<file path="config.mk">
export PLATFORM = sky130hd
export DESIGN_NAME = data_memory_access_unit
export DESIGN_NICKNAME = d
export VERILOG_FILES = /design/src/rtl/data_memory_access_unit.sv
export SDC_FILE = /design/constraint.sdc
export NUM_CORES = 1
export LEC_CHECK = 0
export ABC_AREA = 1
export CORE_ASPECT_RATIO = 0.75
export CORE_MARGIN = 1
export CORE_UTILIZATION = 25
export CTS_CLUSTER_DIAMETER = 30
export DETAILED_ROUTE_END_ITERATION = 10
export PLACE_DENSITY = 0.48
export SLEW_MARGIN = 20
export SYNTH_ARGS = -nofsm -noshare
export SYNTH_HDL_FRONTEND = slang
export SYNTH_SLANG_ARGS = --single-unit
export TNS_END_PERCENT = 1
</file>
<file path="constraint.sdc">
create_clock -name clock -period 1.9 [get_ports clock]
set_clock_uncertainty 0.15 [all_clocks]
set_input_delay 0.285 -clock clock [delete_from_list [all_inputs] [get_ports clock]]
set_output_delay 0.285 -clock clock [all_outputs]
set_load 0.01 [all_outputs]
</file>
<file path="src/rtl/data_memory_access_unit.sv">
// Data-memory initiator: turns MEM-stage load/store requests into memory bus cycles.
// Optional out-of-range fault path is enabled by defining DATA_MEM_RANGE_CHECK_EN.
module data_memory_access_unit #(
    parameter int ADDR_WIDTH   = 16,
    parameter int DATA_WIDTH   = 16,
    parameter int READ_LATENCY = 1,
    parameter int MEM_DEPTH    = 256
) (
    input  logic                  clock,
    input  logic                  reset_n,
    input  logic                  req_valid,
    output logic                  req_ready,
    input  logic                  req_write,
    input  logic [ADDR_WIDTH-1:0] req_addr,
    input  logic [DATA_WIDTH-1:0] req_wdata,
    output logic                  resp_valid,
    input  logic                  resp_ready,
    output logic [DATA_WIDTH-1:0] resp_rdata,
    output logic                  resp_fault,
    output logic [ADDR_WIDTH-1:0] mem_addr,
    output logic [DATA_WIDTH-1:0] mem_wdata,
    input  logic [DATA_WIDTH-1:0] mem_rdata,
    output logic                  mem_write_en,
    output logic                  mem_read_en
);

    localparam logic [1:0] ST_IDLE  = 2'd0;
    localparam logic [1:0] ST_READ  = 2'd1;
    localparam logic [1:0] ST_WRITE = 2'd2;
    localparam logic [1:0] ST_RESP  = 2'd3;

    // Read enable is held for READ_LATENCY+1 cycles; the counter value on the last one.
    localparam logic [2:0] READ_LAST = 3'(READ_LATENCY);

    if (READ_LATENCY < 1 || READ_LATENCY > 7) begin : g_bad_latency
        $error("READ_LATENCY must be in 1..7");
    end
    if (MEM_DEPTH < 1) begin : g_bad_depth
        $error("MEM_DEPTH must be positive");
    end

    logic [1:0] state;
    logic [2:0] count;
    logic       accept;
    logic       resp_taken;
    logic       out_of_range;

    assign req_ready  = (state == ST_IDLE);
    assign accept     = req_valid && req_ready;
    assign resp_taken = (state == ST_RESP) && resp_ready;

`ifdef DATA_MEM_RANGE_CHECK_EN
    localparam logic [ADDR_WIDTH:0] DEPTH_LIMIT = (ADDR_WIDTH+1)'(MEM_DEPTH);

    logic fault_q;

    assign out_of_range = ({1'b0, req_addr} >= DEPTH_LIMIT);
    assign resp_fault   = fault_q;

    // Fault flag is decided at accept and held through the response handshake.
    always_ff @(posedge clock or negedge reset_n) begin
        if (!reset_n) begin
            fault_q <= 1'b0;
        end else if (accept) begin
            fault_q <= out_of_range;
        end else if (resp_taken) begin
            fault_q <= 1'b0;
        end
    end
`else
    assign out_of_range = 1'b0;
    assign resp_fault   = 1'b0;
`endif

    always_ff @(posedge clock or negedge reset_n) begin
        if (!reset_n) begin
            state        <= ST_IDLE;
            count        <= '0;
            mem_addr     <= '0;
            mem_wdata    <= '0;
            resp_rdata   <= '0;
            mem_write_en <= 1'b0;
            mem_read_en  <= 1'b0;
            resp_valid   <= 1'b0;
        end else begin
            case (state)
                ST_IDLE: begin
                    if (req_valid) begin
                        mem_addr <= req_addr;
                        if (req_write) begin
                            mem_wdata <= req_wdata;
                        end
                        if (out_of_range) begin
                            state      <= ST_RESP;
                            resp_valid <= 1'b1;
                            resp_rdata <= '0;
                        end else if (req_write) begin
                            state        <= ST_WRITE;
                            mem_write_en <= 1'b1;
                        end else begin
                            state       <= ST_READ;
                            mem_read_en <= 1'b1;
                            count       <= '0;
                        end
                    end
                end
                ST_READ: begin
                    if (count == READ_LAST) begin
                        // Memory output bus is valid on the final read-enable cycle.
                        resp_rdata  <= mem_rdata;
                        mem_read_en <= 1'b0;
                        resp_valid  <= 1'b1;
                        count       <= '0;
                        state       <= ST_RESP;
                    end else begin
                        count <= count + 3'd1;
                    end
                end
                ST_WRITE: begin
                    mem_write_en <= 1'b0;
                    resp_valid   <= 1'b1;
                    state        <= ST_RESP;
                end
                default: begin
                    if (resp_ready) begin
                        resp_valid <= 1'b0;
                        state      <= ST_IDLE;
                    end
                end
            endcase
        end
    end

endmodule
</file>
== Word level (Yosys, flattened, before mapping) ==
Cells that the tools add are included.
Word-level totals
  register bits: 56
Operators by class
  bitwise operators: 1
  mux-type cells: 19
  add/subtract/negate cells: 1
  reductions and logical operators: 13
  equality and inequality tests: 7
Operator list (number)
  AND reduction 3 bit: 5
  two-way mux 3 bit: 3
  two-way mux 2 bit: 4
  two-way mux 1 bit: 7
  inequality test 2 bit, second input constant: 3
  case mux 2 bit (3 select lines): 1
  case mux 3 bit (2 select lines): 1
  case mux 1 bit (2 select lines): 2
  AND reduction 2 bit: 2
  AND reduction 4 bit: 1
  nonzero test 2 bit: 2
  nonzero test 4 bit: 1
  adder 3 x 1 -> 3 bit, second input constant: 1
  equality test 3 x 1 -> 1 bit, second input constant: 1
  case mux 1 bit (3 select lines): 1
  nonzero test 3 bit: 1
  equality test 2 x 1 -> 1 bit, second input constant: 1
  equality test 2 bit, second input constant: 1
  logical NOT 2 bit: 1
  inequality test 2 x 1 -> 1 bit, second input constant: 1
  NOT 1 bit: 1

== Logic depth before layout (Yosys ltp) ==
  depth in word-level cells: 3
  gate-level depth with buffers: 8

== Least setup slack after synthesis ==
Ideal clock, no wire load.
  path kind: register -> register
  start point: reg state[0]
  end point: reg state[0]
  path buffers: 0
  setup time: 117 ps
  arrival time: 1244 ps
  clock period less this slack: 1510 ps
  slack: 390 ps
  stages on the path, launching flop included: 9
  cells stage by stage: dfrtp_1 inv_1 ha_1 inv_1 nor2_1 a21oi_1 nand2_1 nand2_1 nand2_1
Between the ends
  word-level cells in the longest chain between the ends: 3
  elaborated cells on any way between the ends: 8
Ends and longest elaborated chain
  start, declared: RTL line 42  | logic [1:0] state;
  start signal, assigned: RTL line 77  | state <= ST_IDLE;
  start signal, assigned: RTL line 94  | state <= ST_RESP;
  start signal, assigned: RTL line 98  | state <= ST_WRITE;
  logical NOT 2 bit *
  via req_ready: RTL line 12  | output logic req_ready,
  nonzero test 4 bit (no source line) / inequality test 2 bit (equally long branches)
  AND reduction 3 bit (no source line)
Mark *: on every way through the listed nets, which the timed path passes. The rest lies on a longest branch.
A chain may end at the register's enable or synchronous reset.

== Worst setup path in the final report ==
  start point: reg state[1]
  end point: out req_ready
Between the ends
  word-level cells in the longest chain between the ends: 1
Ends and longest elaborated chain
  logical NOT 2 bit: RTL line 48  | assign req_ready = (state == ST_IDLE);
  end, declared: RTL line 12
Every way passes these cells.

==> run_results.csv <==
group,metric,value,unit
route,viasPerCell,4.07,
clock_tree,cts_max_path_buffers,2,
finish,final_common_cell,"nand2_1",
hold_path,min-delay-start,"mem_wdata[15]$_DFFE_PN0P_",
worst_setup_path,critical_path_required,1.46,ns
route,wirelength,6.27,mm
floorplanning,num_rows,30,
synth,yosys.area_share.simple,31.9,%
floorplanning,fp.dieW,116,um
synth,syn-num-nets,344,
worst_setup_path,cpMaxStageDelayCell,"dfrtp_1",
synth,syn_area_per_cell,8.59,um^2
synth,synth_seq_cells,56,
sta,rsz0062_at_grt,"no",
worst_setup_path,setup.worst_path.end_class,"output port",
placement,gp_congestion,0.789,
worst_setup_path,worst-path-buf-inv,2,
pwr,leakage,0.00186,uW
finish,multiInputGateArea,910,um^2
synth,synthTopCellsByArea,"dfrtp_1, nand2_1, nand3_1",
clock_tree,root_buffer,"clkbuf_16",
route,drc,0,
worst_setup_path,crit_cells,3,
route,first_pass_iters,5,
finish,diodes,0,
synth,synth_top_cell_by_area,"dfrtp_1",
synth,synth_area,2450,um^2
finish,syn_to_final_growth,54.7,%
clock_tree,clock_latency,0.28,ns
route,drt-wirelength-per-cell,12.0,um
global_route,first_global_vias,2050,
clock_tree,clock_sinks,56,
finish,finalNetCount,453,
placement,dp_hpwl,4.50,mm
worst_setup_path,worstPathCellList,"inv_1 -> ha_1 -> dlygate4sd2_1",
sta,hold_viol_final,0,
worst_setup_path,setup.worst_path.start,"state[1]$_DFFE_PN0P_",
clock_tree,cts.htree.levels,2,
worst_setup_path,worstSetupPathType,"register to output port",
clock_tree,clk_pin_slew,0.07,ns
floorplanning,io_pins,106,
finish,regArea,1400,um^2
clock_tree,cts_setup_buffers,0,
placement,dpl_cell_area,3640,um^2
synth,synth-main-ff-cell,"dfrtp_1",
synth,synth_compound_area_share,1.64,%
job,max_cap_viol_count,0,
synth,synth_top_family_by_area,"simple AND/OR/NAND/NOR gates",
worst_setup_path,endpoint,"req_ready",
synth,synthAdderAreaFrac,3.07,%
finish,layout-drive-gt1-share,5.82,%
synth,synth-xor-area-share,0.358,%
finish,mostFrequentLayoutCells,"nand2_1, clkdlybuf4s50_1, dfrtp_1",
route,ant_nets,0,
finish,post-route-util,40.9,%
worst_setup_path,critical_path_arrival,1.27,ns
hold_path,holdPathStages,2,
sta,fin_crit_sh,89.8,%
worst_setup_path,crit_family,"flip-flops",
clock_tree,cts_tree,"done",
worst_setup_path,worstReg2RegStart,"state[1]$_DFFE_PN0P_",
sta,period_minus_slack,1.71,ns
synth,synth_enable_flop_cells,0,
route,drtIter0Drc,142,
global_route,antenna_found_initial,0,
sta,tns,0,ns
global_route,grt.total_usage,12.7,%
global_route,overflow,0,
sta,hold_ws,0.322,ns
placement,port_buffers,104,
finish,num-fill-cells,985,
sta,finalSetupViolCount,0,
sta,max_freq,586,MHz
synth,yosys_warnings,0,
synth,synthCells,285,
worst_setup_path,max_stage_delay,0.41,ns
worst_setup_path,regToRegSetupSlack,0.26,ns
worst_setup_path,rr_worst_depth,9,
global_route,grt_first_pass_wirelength,10.0,mm
finish,final_cell_area,3790,um^2
route,vias,2128,
sta,final_max_slew_viol_count,0,
worst_setup_path,r2r_end,"state[0]$_DFFE_PN0P_",
run_status,status,"complete, no violations",
finish,fin_cells,523,
floorplanning,start_util,26.4,%
synth,synth_top_area_share,57.2,%
synth,async_flop_share,100,%
hold_path,min_path_type,"register to register",
synth,synth_mux_area_share,0,%
worst_setup_path,path_max_fanout,4,
synth,seq_area_frac_synth,57.2,%
synth,ys_types,20,
floorplanning,dieArea,10200,um^2
floorplanning,core_area,9270,um^2
worst_setup_path,cp-start-kind,"register",
placement,dp_cells,514,
pwr,power_density,1550,nW/um^2
clock_tree,numCtsBuffers,5,
floorplanning,die_y,87.7,um
global_route,grt_max_degree,57,
pwr,ir_worst_vdd,492,uV
-- synth_stat cells, types with 2 or more instances --
library cell  count
nand2_1         138
dfrtp_1          56
nand3_1          40
inv_1            11
buf_4             6
ha_1              6
a21oi_1           4
nor2_1            4
o21ai_0           4
buf_2             3
buf_6             2
nand2_2           2
nand2_4           2
-- worst register-to-register path: cells and delay by family, from the launching register on --
kind                       cells  cell delay (ns)
DFF                            1             0.39
buffers and inverters          3             0.31
and+or+nand+nor                4             0.27
AOI/OAI and AO/OA              1             0.21
adders and majority gates      1             0.20
-- timing repair --
action,CTS,global route
hold buffers,1,0
setup endpoints to repair,1,0
gates resized for setup,1,0
endpoints found under the hold margin,56,0
-- through the flow --
stage                     total power (uW)  setup WS (ns)
final                                 5880          0.194
after global routing                  6390         0.0300
after global placement                5040          0.241
after floorplan                       3510          0.390
after CTS                             5980          0.164
after detailed placement              5050          0.208
-- area by class of cell --
class | instances | area share, %
Clock buffer | 7 | 3.50
Clock inverter | 1 | 0.231
Inverter | 13 | 1.35
Multi-Input combinational cell | 204 | 24.0
Sequential cell | 56 | 37.0
Tap cell | 128 | 4.23
Timing Repair Buffer | 114 | 29.7
-- sequential cells by signal (all words and copies together), names as in the netlist --
register,flops
mem_read_en,1
state,2
mem_wdata,16
mem_addr,16
resp_valid,1
count,3
mem_write_en,1
resp_rdata,16
-- logic make-up (layout without fill, tap and decap cells) --
logic type / after synthesis / after routing
AND/OR/NAND/NOR: 188 / 188
flip-flops: 56 / 56
buffers and inverters: 25 / 135
AO/OA/AOI/OAI: 8 / 8
adder cells (fa/ha/maj): 6 / 6
other: 1 / 1
XOR/XNOR: 1 / 1
-- worst min path at each step --
stage | end | slack (ns)
6_report | mem_wdata[15]$_DFFE_PN0P_ | 0.32
5_1_grt | mem_addr[11]$_DFFE_PN0P_ | 0.34
4_1_cts | mem_wdata[3]$_DFFE_PN0P_ | 0.33
3_5_place_dp | resp_rdata[11]$_DFFE_PN0P_ | 0.17
3_3_place_gp | resp_rdata[11]$_DFFE_PN0P_ | 0.17
2_1_floorplan | count[0]$_DFFE_PN0P_ | -0.16
-- routing by layer --
metal / vias to the layer above / wire, um / track usage [%]
met5: - / 0 / 0
li1: 1104 / - / -
met3: 2 / 585 / 4.78
met2: 73 / 2480 / 18.3
met4: 0 / 25 / 2.80
met1: 949 / 3170 / 17.9
-- report_power, final --
part / internal (uW) / leakage, uW / switching, uW
Sequential: 1760 / 0.000692 / 321
Clock: 493 / 0.0000681 / 405
Combinational: 1480 / 0.00110 / 1420
No activity file was read; power rests on OpenSTA's default activity.
